## src/rtl/mcu_spi_arbiter.sv

```systemverilog
// mcu_spi_arbiter: round-robin owner of the MCU SPI link with post-transaction guard gap and stretch watchdog
module mcu_spi_arbiter #(
  parameter int NUM_REQ = 2,
  parameter int GUARD_CYCLES = 8,
  parameter int TIMEOUT_CYCLES = 4096
) (
  input  logic               SClk,
  input  logic               Reset,
  input  logic [NUM_REQ-1:0] Req,
  output logic [NUM_REQ-1:0] Grant,
  input  logic [NUM_REQ-1:0] ReqnSel,
  input  logic [NUM_REQ-1:0] ReqDo,
  input  logic [NUM_REQ-1:0] ReqClkRunning,
  input  logic [NUM_REQ-1:0] ReqClkStretch,
  input  logic               MCUReadyFallingEdge,
  output logic [NUM_REQ-1:0] ReqReadyFallingEdge,
  output logic [NUM_REQ-1:0] Abort,
  output logic               nMCUSel,
  output logic               SPIDo,
  output logic               SPIClkRunning,
  output logic               SPIClkStretch,
  output logic               Busy,
  output logic               TimeoutErr,
  input  logic               ClearErr
);
  localparam int IW = $clog2(NUM_REQ);
  localparam int CW = TIMEOUT_CYCLES > 0 ? $clog2(TIMEOUT_CYCLES + 1) : 1;
  localparam int GW = GUARD_CYCLES > 2 ? $clog2(GUARD_CYCLES) : 1;
  typedef enum logic [1:0] {IDLE, GRANTED, ACTIVE, GUARD} state_t;
  state_t state, state_nxt;
  logic [IW-1:0] last, pick, j;
  logic found, link, tmo, guard_done;
  logic [CW-1:0] wdog, wdog_nxt;
  logic [GW-1:0] gcnt;
  assign link = state == GRANTED || state == ACTIVE;
  assign nMCUSel = link ? ReqnSel[last] : 1'b1;
  assign SPIDo = link ? ReqDo[last] : 1'b1;
  assign SPIClkRunning = link ? ReqClkRunning[last] : 1'b0;
  assign SPIClkStretch = link ? ReqClkStretch[last] : 1'b0;
  assign ReqReadyFallingEdge = link ? Grant & {NUM_REQ{MCUReadyFallingEdge}} : '0;
  assign Busy = state != IDLE;
  assign wdog_nxt = ReqClkStretch[last] ? wdog + 1'b1 : '0;
  assign tmo = TIMEOUT_CYCLES != 0 && state == ACTIVE && ReqClkStretch[last] && wdog_nxt == CW'(TIMEOUT_CYCLES);
  assign guard_done = GUARD_CYCLES <= 1 || gcnt == GW'(GUARD_CYCLES - 1);
  // search upward starting just after the most recently granted engine
  always_comb begin
    pick = last;
    found = 1'b0;
    j = '0;
    for (int i = 1; i <= NUM_REQ; i++) begin
      j = IW'((int'(last) + i) % NUM_REQ);
      if (!found && Req[j]) begin
        pick = j;
        found = 1'b1;
      end
    end
  end
  always_comb begin
    state_nxt = state;
    unique case (state)
      IDLE:    state_nxt = |Req ? GRANTED : IDLE;
      GRANTED: state_nxt = !ReqnSel[last] ? ACTIVE : (!Req[last] ? IDLE : GRANTED);
      ACTIVE:  state_nxt = tmo || ReqnSel[last] ? GUARD : ACTIVE;
      GUARD:   state_nxt = guard_done ? IDLE : GUARD;
      default: state_nxt = IDLE;
    endcase
  end
  always_ff @(posedge SClk) begin
    if (Reset) begin
      state <= IDLE;
      Grant <= '0;
      Abort <= '0;
      TimeoutErr <= 1'b0;
      last <= IW'(NUM_REQ - 1);
      wdog <= '0;
      gcnt <= '0;
    end else begin
      state <= state_nxt;
      Abort <= tmo ? NUM_REQ'(1) << last : '0;
      TimeoutErr <= tmo | (TimeoutErr & ~ClearErr);
      wdog <= state == ACTIVE ? wdog_nxt : '0;
      gcnt <= state == GUARD ? gcnt + 1'b1 : '0;
      if (state == IDLE && |Req) begin
        Grant <= NUM_REQ'(1) << pick;
        last <= pick;
      end else if (state_nxt == IDLE || state_nxt == GUARD) begin
        Grant <= '0;
      end
    end
  end
endmodule

```

## config.mk

```make
export PLATFORM = sky130hd
export DESIGN_NAME = mcu_spi_arbiter
export DESIGN_NICKNAME = d
export VERILOG_FILES = /design/src/rtl/mcu_spi_arbiter.sv
export SDC_FILE = /design/constraint.sdc
export NUM_CORES = 1
export LEC_CHECK = 0
export CAP_MARGIN = 25
export CORE_AREA = 3 3 62 53
export CTS_CLUSTER_SIZE = 8
export DETAILED_ROUTE_END_ITERATION = 12
export DIE_AREA = 0 0 65 56
export PLACE_DENSITY = 0.78
export SLEW_MARGIN = 0
export SYNTH_ARGS = -nofsm -noshare
export SYNTH_HDL_FRONTEND = slang
export SYNTH_SLANG_ARGS = --single-unit
```

## constraint.sdc

```tcl
create_clock -name SClk -period 2.2 [get_ports SClk]
set_clock_uncertainty 0.05 [all_clocks]
set_input_delay 0.33 -clock SClk [delete_from_list [all_inputs] [get_ports SClk]]
set_output_delay 0.33 -clock SClk [all_outputs]
set_load 0.02 [all_outputs]
```

After elaboration in Yosys (flattened, before gate mapping)
Index checks and enable logic that the tools add are counted.
W data, S select, Z words.
{"block": "op_classes", "addsub": 4, "n_mul": 0, "div": 0, "n_lt_le_gt_ge": 3, "n_eq_ne": 6, "shifts": 2, "mux": 31, "n_bitwise": 7, "reduce_logical": 16}
{"op": "$mux W1", "count": 24}
{"op": "$add A13 B1 Y13 const B", "count": 1}
{"op": "$eq A13 B13 Y1 const B", "count": 1}
{"op": "$mux W13", "count": 1}
{"op": "$mux W2", "count": 5}
{"op": "$pmux W2 S4", "count": 1}
{"op": "$reduce_or A2 Y1", "count": 4}
{"op": "$eq A2 B2 Y1 const B", "count": 3}
{"op": "$lt A1 B2 Y1 const B", "count": 3}
{"op": "$logic_and A1 B1 Y1", "count": 4}
{"op": "$logic_not A2 Y1", "count": 2}
{"op": "$not A1 Y1", "count": 4}
{"op": "$reduce_bool A2 Y1", "count": 2}
{"op": "$shl A1 B1 Y2 const A", "count": 2}
{"op": "$add A3 B1 Y3 const B", "count": 1}
{"op": "$eq A3 B3 Y1 const B", "count": 1}
{"op": "$logic_or A1 B1 Y1", "count": 3}
{"op": "$add A1 B1 Y1 const B", "count": 2}
{"op": "$and A2 B2 Y2", "count": 1}
{"op": "$eq A2 B1 Y1 const B", "count": 1}
{"op": "$and A1 B1 Y1", "count": 1}
{"op": "$logic_not A1 Y1", "count": 1}
{"op": "$or A1 B1 Y1", "count": 1}
{"block": "word_totals", "register_bits": 24, "latchBits": 0, "ram_bits": 0, "mem_bits_ro": 0, "in_bits": 14, "out_inout_bits": 12, "elab_cells": 76, "n_memories": 0}

Logic depth before layout (Yosys ltp)
{"block": "depth", "word_depth": 12, "mapped_depth": 7}

Least setup slack after synthesis
OpenSTA, ideal clock, no wires.
{"block": "synth_timing", "kind": "reg2reg", "start": "reg wdog[0]", "end": "reg Grant[0]", "setup_time_ps": 116, "arrival_time_ps": 1776, "required_ps": 2034, "setup_slack_ps": 257, "path_stages_with_launch": 8, "n_path_buf": 0, "synth_period_minus_slack_ps": 1943, "path_cell_list": "dfxtp_1 ha_1 nand2_2 nor3_1 mux2_1 nor2_2 nand4_2 a41o_1"}
{"block": "synth_via", "elab_chain_len": 10}
{"element": "start: declaration", "line_no": "33", "text": "logic [CW-1:0] wdog, wdog_nxt;"}
{"element": "start signal: assignment", "line_no": "81", "text": "wdog <= state == ACTIVE ? wdog_nxt : '0;"}
{"element": "$add A13 B1 Y13 *", "line_no": "42", "text": "assign wdog_nxt = ReqClkStretch[last] ? wdog + 1'b1 : '0;"}
{"element": "$mux W13 *", "line_no": "42"}
{"element": "$eq A13 B13 Y1 *", "line_no": "43", "text": "assign tmo = TIMEOUT_CYCLES != 0 && state == ACTIVE && ReqClkStretch[last] && wdog_nxt == CW'(TIMEOUT_CYCLES);"}
{"element": "$logic_and A1 B1 Y1 *", "line_no": "43"}
{"element": "$logic_or A1 B1 Y1 *", "line_no": "63", "text": "ACTIVE: state_nxt = tmo || ReqnSel[last] ? GUARD : ACTIVE;"}
{"element": "$mux W1 *", "line_no": "63"}
{"element": "$pmux W2 S4 *", "line_no": "60", "text": "unique case (state)"}
{"element": "$eq A2 B2 Y1 / $logic_not A2 Y1 (equally long branches)", "line_no": "86", "text": "end else if (state_nxt == IDLE || state_nxt == GUARD) begin"}
{"element": "$logic_or A1 B1 Y1 *", "line_no": "86"}
{"element": "$reduce_bool A2 Y1 (no source line) *"}
{"element": "end signal: assignment", "line_no": "84", "text": "Grant <= NUM_REQ'(1) << pick;"}
{"element": "end: declaration", "line_no": "10", "text": "output logic [NUM_REQ-1:0] Grant,"}
Every way passes the cells marked *; elsewhere a longest branch is shown, timed or not.
A chain may end at the register's enable or synchronous reset.

Worst setup path in the final report
{"block": "layout_timing", "start": "reg wdog[3]", "end": "reg Grant[1]"}
The elaborated chain is that of the path after synthesis.

==> results.md <==
| Parameter | Value | Unit |
|:---|:---|:---|
| Sequential cell area | 480.5 | µm² |
| DIE HEIGHT | 56 | µm |
| Routed vias | 1185 | - |
| Status | finished clean | - |
| Post-detailed-route wirelength per cell | 13.23 | µm |
| Fraction of power consumed by the clock network | 22.9 | % |
| TritonCTS sink count | 24 | - |
| Iteration-0 DRC count of the detailed router | 39 | - |
| Maximum clock path buffer count | 2 | - |
| Combined area of all synthesized cells | 1355 | µm² |
| Worst hold path depth | 1 | - |
| Net count reported at finish | 201 | - |
| CTS tree | yes | - |
| Via/cell ratio | 5.486 | - |
| Most used DFF post-synth | sky130_fd_sc_hd__dfxtp_1 | - |
| Net count after synthesis | 172 | - |
| Gate count of the mapped netlist | 151 | - |
| Area growth syn-to-layout | 24.19 | % |
| Skew-Pair Late Insertion Delay | 310 | ps |
| Antenna diode count | 0 | - |
| Endpoints failing setup | 0 | - |
| Root buffer selected by CTS | sky130_fd_sc_hd__clkbuf_4 | - |
| Seq cells post-synth | 24 | - |
| Total number of H-tree levels | 1 | - |
| Number of synthesis warnings | 0 | - |
| Layout cell share with drive strength beyond 1 | 12.36 | % |
| Leakage power summed over all cells | 0.6801 | nW |
| Time the worst path needs with I/O delays and setup | 2052 | ps |
| Number of fillers in the final layout | 236 | - |
| Number of distinct standard cells referenced by the synthesized netlist | 43 | - |
| Final hold violation count | 0 | - |
| Design Power | 0.8200 | mW |
| Worst slew slack as a fraction of its limit | 71.71 | % |
| Maximum VDD drop | 0.3576 | mV |
| Peak fanout along the critical path | 8 | - |
| Initial antenna violation count | 0 | - |
| HPWL after detailed placement | 2257 | µm |
| Measured slew at the worst slew-check pin | 424.3 | ps |
| Placeable core region | 2701 | µm² |
| Register share of total power | 55.2 | % |
| Crit start category | flip-flop | - |
| Hold-fix buffers at CTS | 0 | - |
| Pin count of the biggest net entering global routing | 13 | - |
| Cell at the slowest stage of the critical path | sky130_fd_sc_hd__dfxtp_1 | - |
| Classification of the worst-slack hold path | reg -> reg | - |
| Logic gate share of total power | 21.9 | % |
| Number of global-route vias before repair | 1197 | - |
| Max incr delay on CP | 530 | ps |
| MaxCap Viol Count | 0 | - |
| Min Hold Slack | 389.9 | ps |
| Share of flip-flops with an asynchronous set or reset after synthesis | 0 | % |
| Depth of the most critical reg-to-reg path | 6 | - |
| GR Overflow Total | 0 | - |
| Switching pwr | 0.2229 | mW |
| Boundary Pins | 26 | - |
| Total wire length | 2857 | µm |
| Area used by multi-input combinational logic | 827.0 | µm² |
| Synth area leaders | sky130_fd_sc_hd__dfxtp_1 (35%), sky130_fd_sc_hd__ha_1 (6.5%), sky130_fd_sc_hd__nor2_1 (5.8%), sky130_fd_sc_hd__xnor2_1 (4.5%), sky130_fd_sc_hd__xor2_1 (2.6%) | - |
| Die outline area | 3640 | µm² |
| Areal power density over the cells | 487.3 | nW/µm² |
| Cell chain of the critical path | nand4_4 -> nor3_1 -> mux2_1 -> nor2_2 -> nand4_2 -> a41o_1 | - |
| Class of the most critical setup path | reg -> reg | - |
| Cell with the most instances after synthesis | sky130_fd_sc_hd__dfxtp_1 | - |
| Max-slew violation count | 0 | - |
| Cell types with the highest counts after synthesis | sky130_fd_sc_hd__dfxtp_1 (24), sky130_fd_sc_hd__nor2_1 (21), sky130_fd_sc_hd__nand2_1 (9) | - |
| Post-CTS resize count | 6 | - |
| DRC violation count after routing | 0 | - |
| Mean post-synth cell area | 8.974 | µm² |
| Number of synthesized flops with an enable pin | 0 | - |
| DRT antenna net count | 0 | - |
| Unrepaired setup endpoints after global routing | no | - |
| Max Clk Rate | 487.4 | MHz |
| Floorplan die width | 65 | µm |
| Crit path arrival time | 2210 | ps |
| Number of standard-cell rows in the floorplan | 17 | - |
| Setup Fix Bufs, Post-CTS | 0 | - |
| GR Util All Layers | 17.15 | % |
| Cell accounting for the most synthesized area | sky130_fd_sc_hd__dfxtp_1 | - |
| Clock transition at the registers of the reported paths | 130 | ps |
| Count of buffers inserted at the top-level ports | 25 | - |
| Fin crit share | 93.26 | % |
| Share of the yosys chip area belonging to registers | 35.46 | % |
| Area share of the largest cell type after synthesis | 35.46 | % |
| Internal power consumption | 0.5971 | mW |
| Switching portion of total power | 27.19 | % |
| CTS buffer count | 3 | - |
| Wire length of the first global-routing pass | 5112 | µm |
| Worst EP required | 2360 | ps |
| Global placement routability congestion | 0.8461 | - |
| Length of the first detailed-routing pass in iterations | 4 | - |
| Capturing element type of the critical path | flip-flop | - |
| Starting Density | 50.16 | % |
-- per-stage QoR --
step	instances	setup slack, ps	setup TNS (ps)	util [%]	area [µm²]
after floorplan	151	257.2	0	-	1355
after global placement	213	68.25	0	61.65	1665
after detailed placement	213	-7.235	-8.129	61.65	1665
after CTS	216	54.99	0	62.20	1680
after global routing	216	18.44	0	62.30	1683
final	216	148.3	0	62.30	1683
-- registers in the layout (all words and copies together) (netlist names) --
signal,cells
Abort,2
Grant,2
TimeoutErr,1
gcnt,3
last,1
state,2
wdog,13
-- cell usage in the layout (no fill, tap or decap), drive strengths merged, types with 3 or more instances in the layout --
cell / Yosys / layout
dlygate4sd2: 0 / 6
buf: 2 / 5
and3b: 3 / 3
ha: 7 / 7
o31ai: 3 / 3
nand4: 5 / 5
a21oi: 5 / 5
clkdlybuf4s50: 0 / 18
nor4: 5 / 5
dfxtp: 24 / 24
nor2: 22 / 22
inv: 6 / 6
nor3: 7 / 7
nor2b: 4 / 4
nand2: 10 / 10
clkbuf: 4 / 3
xor2: 4 / 4
xnor2: 7 / 7
nand3: 3 / 3
nor3b: 3 / 3
mux2i: 4 / 4
-- cells by family (layout without fill, tap and decap cells) --
| family | after synthesis | count (layout) | synth area share [%] |
|---|---|---|---|
| AND/OR/NAND/NOR | 71 | 71 | 30.38 |
| flip-flops | 24 | 24 | 35.46 |
| XOR/XNOR | 11 | 11 | 7.110 |
| AO/OA/AOI/OAI | 20 | 20 | 11.91 |
| adder cells (fa/ha/maj) | 7 | 7 | 6.463 |
| multiplexers | 6 | 6 | 5.171 |
| buffers and inverters | 12 | 39 | 3.508 |
-- power by group through the flow --
stage                     Sequential [mW]  Clock [mW]  Combinational [mW]
after floorplan                     0.464           0               0.103
after global placement              0.462           0               0.184
after detailed placement            0.463           0               0.188
after CTS                           0.453       0.191               0.181
after global routing                0.455       0.219               0.196
final                               0.453       0.188               0.179
-- worst max-delay path: cells and delay by family, from the launching register on --
family | cells | cell delay (ps)
and+or+nand+nor | 4 | 720
AOI/OAI and AO/OA | 1 | 270
DFF | 1 | 530
muxes | 1 | 370
-- layer usage --
| layer | global-route usage [%] | vias to the layer above | part of all wire, % |
|---|---|---|---|
| met3 | 5.455 | 4 | 4.6 |
| met2 | 30.61 | 31 | 51 |
| met5 | 0 | - | 0 |
| met4 | 3.313 | 0 | 0.95 |
| li1 | - | 594 | - |
| met1 | 19.90 | 556 | 43 |
-- worst paths after layout --
check                from        to  slack, ps
setup / recovery  wdog[3]  Grant[1]        150
hold / removal    gcnt[0]   gcnt[0]        390
hold reg to reg   gcnt[0]   gcnt[0]        390
setup reg to reg  wdog[3]  Grant[1]        150
-- final cells by class --
type / instances / area share (%)
Clock buffer: 3 / 1.338
Inverter: 6 / 1.338
Multi-Input combinational cell: 115 / 49.15
Sequential cell: 24 / 28.55
Tap cell: 38 / 2.825
Timing Repair Buffer: 30 / 16.80
Note: power is estimated with default switching activity, not from simulation.
==> RTL edit (config.mk and constraints unchanged) <==
`TIMEOUT_CYCLES`: 4096 -> 2048.
--- a/src/rtl/mcu_spi_arbiter.sv
+++ b/src/rtl/mcu_spi_arbiter.sv
@@ -3,5 +3,5 @@
   parameter int NUM_REQ = 2,
   parameter int GUARD_CYCLES = 8,
-  parameter int TIMEOUT_CYCLES = 4096
+  parameter int TIMEOUT_CYCLES = 2048
 ) (
   input  logic               SClk,
Behaviour: no difference found for any inputs over 10 cycles, from zero or initial values and one cycle with Reset high; that may be too few to reach the edited logic, so the function may still have changed.
==> RTL edit against the unedited design <==
- power down 6.6%
- register-to-register slack better by 0.05 ns
- hold slack better by 0.0018 ns
- critical path type is now flop to output port
- routed wire length down 6.2%
- sequential cell count down 1
- area after synthesis down 7.8%
- clock power up 6%
- worst setup slack worse by 0.043 ns
- cell area down 6.5%
- synthesized cell count down 3.3%
- combinational power down 24%
- first-iteration DRC count up 7.7%
==> RTL edit: results (changes against the unedited design) <==
| Metric | Value |
|---|---|
| Outcome | finished, final reports clean (unchanged) |
| Net count of the finished layout | 193 (was 201) |
| Maximum clock path buffer count | 2 (unchanged) |
| Clock transition at the registers of the reported paths | 0.13 ns (about the same) |
| Number of distinct library cells after synthesis | 35 (was 43) |
| Layout cell share with drive strength beyond 1 | 11.11% (was 12.36%) |
| Data arrival time at the worst-slack endpoint | 1.71 ns (was 2.21 ns) |
| Via count of the first global-routing pass | 967 (was 1197) |
| Number of cells on the worst reg-to-reg path | 8 (was 6) |
| Sequential element share of the synthesized area | 36.84% (was 35.46%) |
| Net switching power of the design | 204.3 uW (was 222.9 uW) |
| Net count after synthesis | 167 (was 172) |
| Min-Delay Path Class | flop to flop (unchanged) |
| Placed cell areas | 1540 um^2 (was 1665 um^2) |
| Async SR Flop Fraction | 0% (unchanged) |
| Detail Placement HPWL | 2033 um (was 2257 um) |
| Startpoint of the worst register-to-register path | wdog[1] (was wdog[3]) |
| Peak VDD IR | 191.8 uV (was 357.6 uV) |
| Max FO, Critical Path | 6 (was 8) |
| Detailed-route wire length per cell | 12.82 um (was 13.23 um) |
| Top cells by count, synth | 23 x sky130_fd_sc_hd__dfxtp_1, 20 x sky130_fd_sc_hd__nor2_1, 13 x sky130_fd_sc_hd__nand2_1 (was 24 x sky130_fd_sc_hd__dfxtp_1, 21 x sky130_fd_sc_hd__nor2_1, 9 x sky130_fd_sc_hd__nand2_1, 7 x sky130_fd_sc_hd__ha_1, 7 x sky130_fd_sc_hd__xnor2_1) |
| Maximum number of pins on one net before global-route repair | 13 (unchanged) |
| Largest registers in the final layout | wdog (12), gcnt (3) (was wdog (13), gcnt (3)) |
| Weighted congestion reported at the end of routability-driven placement | 0.8596 (was 0.8461) |
| P_leak | 0.0006018 uW (was 0.0006801 uW) |
| CTS Buf Count | 3 (unchanged) |
| Wire length of the first global-routing pass | 4464 um (was 5112 um) |
| Port Buf Inserts | 25 (unchanged) |
| Post-placement setup slack | -0.03088 ns (was -0.007235 ns) |
| DR vias | 1089 (was 1185) |
| Post-cts gate resize count | 7 (was 6) |
| Number of search-and-repair iterations in the first detailed-routing pass | 5 (was 4) |
| Critical register-to-register path endpoint | Grant[0] (was Grant[1]) |
| Number of enable-type register cells in the synthesized netlist | 0 (unchanged) |
| Relative max-transition margin | 74.89% (was 71.71%) |
| Biggest area contributors in the synthesized netlist | sky130_fd_sc_hd__dfxtp_1 37%, sky130_fd_sc_hd__ha_1 7.0%, sky130_fd_sc_hd__nor2_1 6.0%, sky130_fd_sc_hd__xnor2_1 4.9%, sky130_fd_sc_hd__xor2_1 4.9% (was sky130_fd_sc_hd__dfxtp_1 35%, sky130_fd_sc_hd__ha_1 6.5%, sky130_fd_sc_hd__nor2_1 5.8%, sky130_fd_sc_hd__xnor2_1 4.5%, sky130_fd_sc_hd__xor2_1 2.6%) |
| Detailed router's first-iteration violation count | 42 (was 39) |
| Slack of the worst reg-to-reg path | 0.20 ns (was 0.15 ns) |
| GR Util All Layers | 15.43% (was 17.15%) |
==> RTL edit: changes by cell type after synthesis, moves of 3 or more <==
cell / delta
sky130_fd_sc_hd__nand3_1: +4
sky130_fd_sc_hd__nor4_1: -3
sky130_fd_sc_hd__xor2_1: +3
sky130_fd_sc_hd__clkbuf_2: +4
sky130_fd_sc_hd__nand2_1: +4
==> RTL edit: cell families (layout without fill, tap and decap cells) <==
kind of cell | after synthesis | in the layout | share of synthesized area, %
adders and majority gates | 7 | 7 | 7.007
and+or+nand+nor | 70 | 70 | 30.33
muxes | 5 | 5 | 4.104
buffers and inverters | 12 | 37 | 4.204
DFF | 23 | 23 | 36.84
AOI/OAI and AO/OA | 15 | 15 | 7.708
xor gates and xnor gates | 14 | 14 | 9.810
==> RTL edit: cell type report <==
type,count,area [um^2]
fill,252,1127
multi-input combinational,111,747.0
clock buffer,4,26.28
tap,38,47.55
sequential,23,461.7
timing repair buffer,29,276.5
inverter,4,15.01
==> RTL edit: power groups by stage <==
stage	combinational [uW]	clock [uW]	sequential, uW
CTS	133	202	431
global route	146	223	433
detailed placement	135	0	440
global placement	131	0	440
floorplan	68.6	0	439
finish	136	199	431
==> RTL edit: worst max path at each step <==
stage                           from             to  slack, ns  cells after the start
global route                state[0]  SPIClkStretch      0.007                      4
floorplan                    wdog[0]       Grant[0]       0.42                      8
CTS                         state[0]           Busy       0.03                      4
detailed placement  ReqClkStretch[1]       Grant[0]      -0.03                      8
global placement    ReqClkStretch[1]  SPIClkStretch       0.08                      4
finish                      state[0]  SPIClkStretch       0.11                      4
==> RTL edit: layer usage <==
metal	up-vias	wire length [um]	track usage, %
met5	-	0	0
met4	0	39	5.422
met3	6	140	2.828
met2	37	1245	24.64
met1	502	1255	20.58
li1	544	-	-
==> RTL edit: worst max-delay path, cell delays in order (launching register included) <==
cell and delay [ns]:
sky130_fd_sc_hd__dfxtp_1 0.41, sky130_fd_sc_hd__inv_1 0.09, sky130_fd_sc_hd__ha_1 0.39, sky130_fd_sc_hd__nor2b_1 0.20, sky130_fd_sc_hd__clkdlybuf4s15_1 0.32
==> RTL edit: per-stage QoR <==
stage               instances  hold WS (ns)
detailed placement        205        0.3758
global route              209        0.4271
global placement          205        0.3648
floorplan                 146        0.3549
finish                    209        0.3918
CTS                       209        0.3938
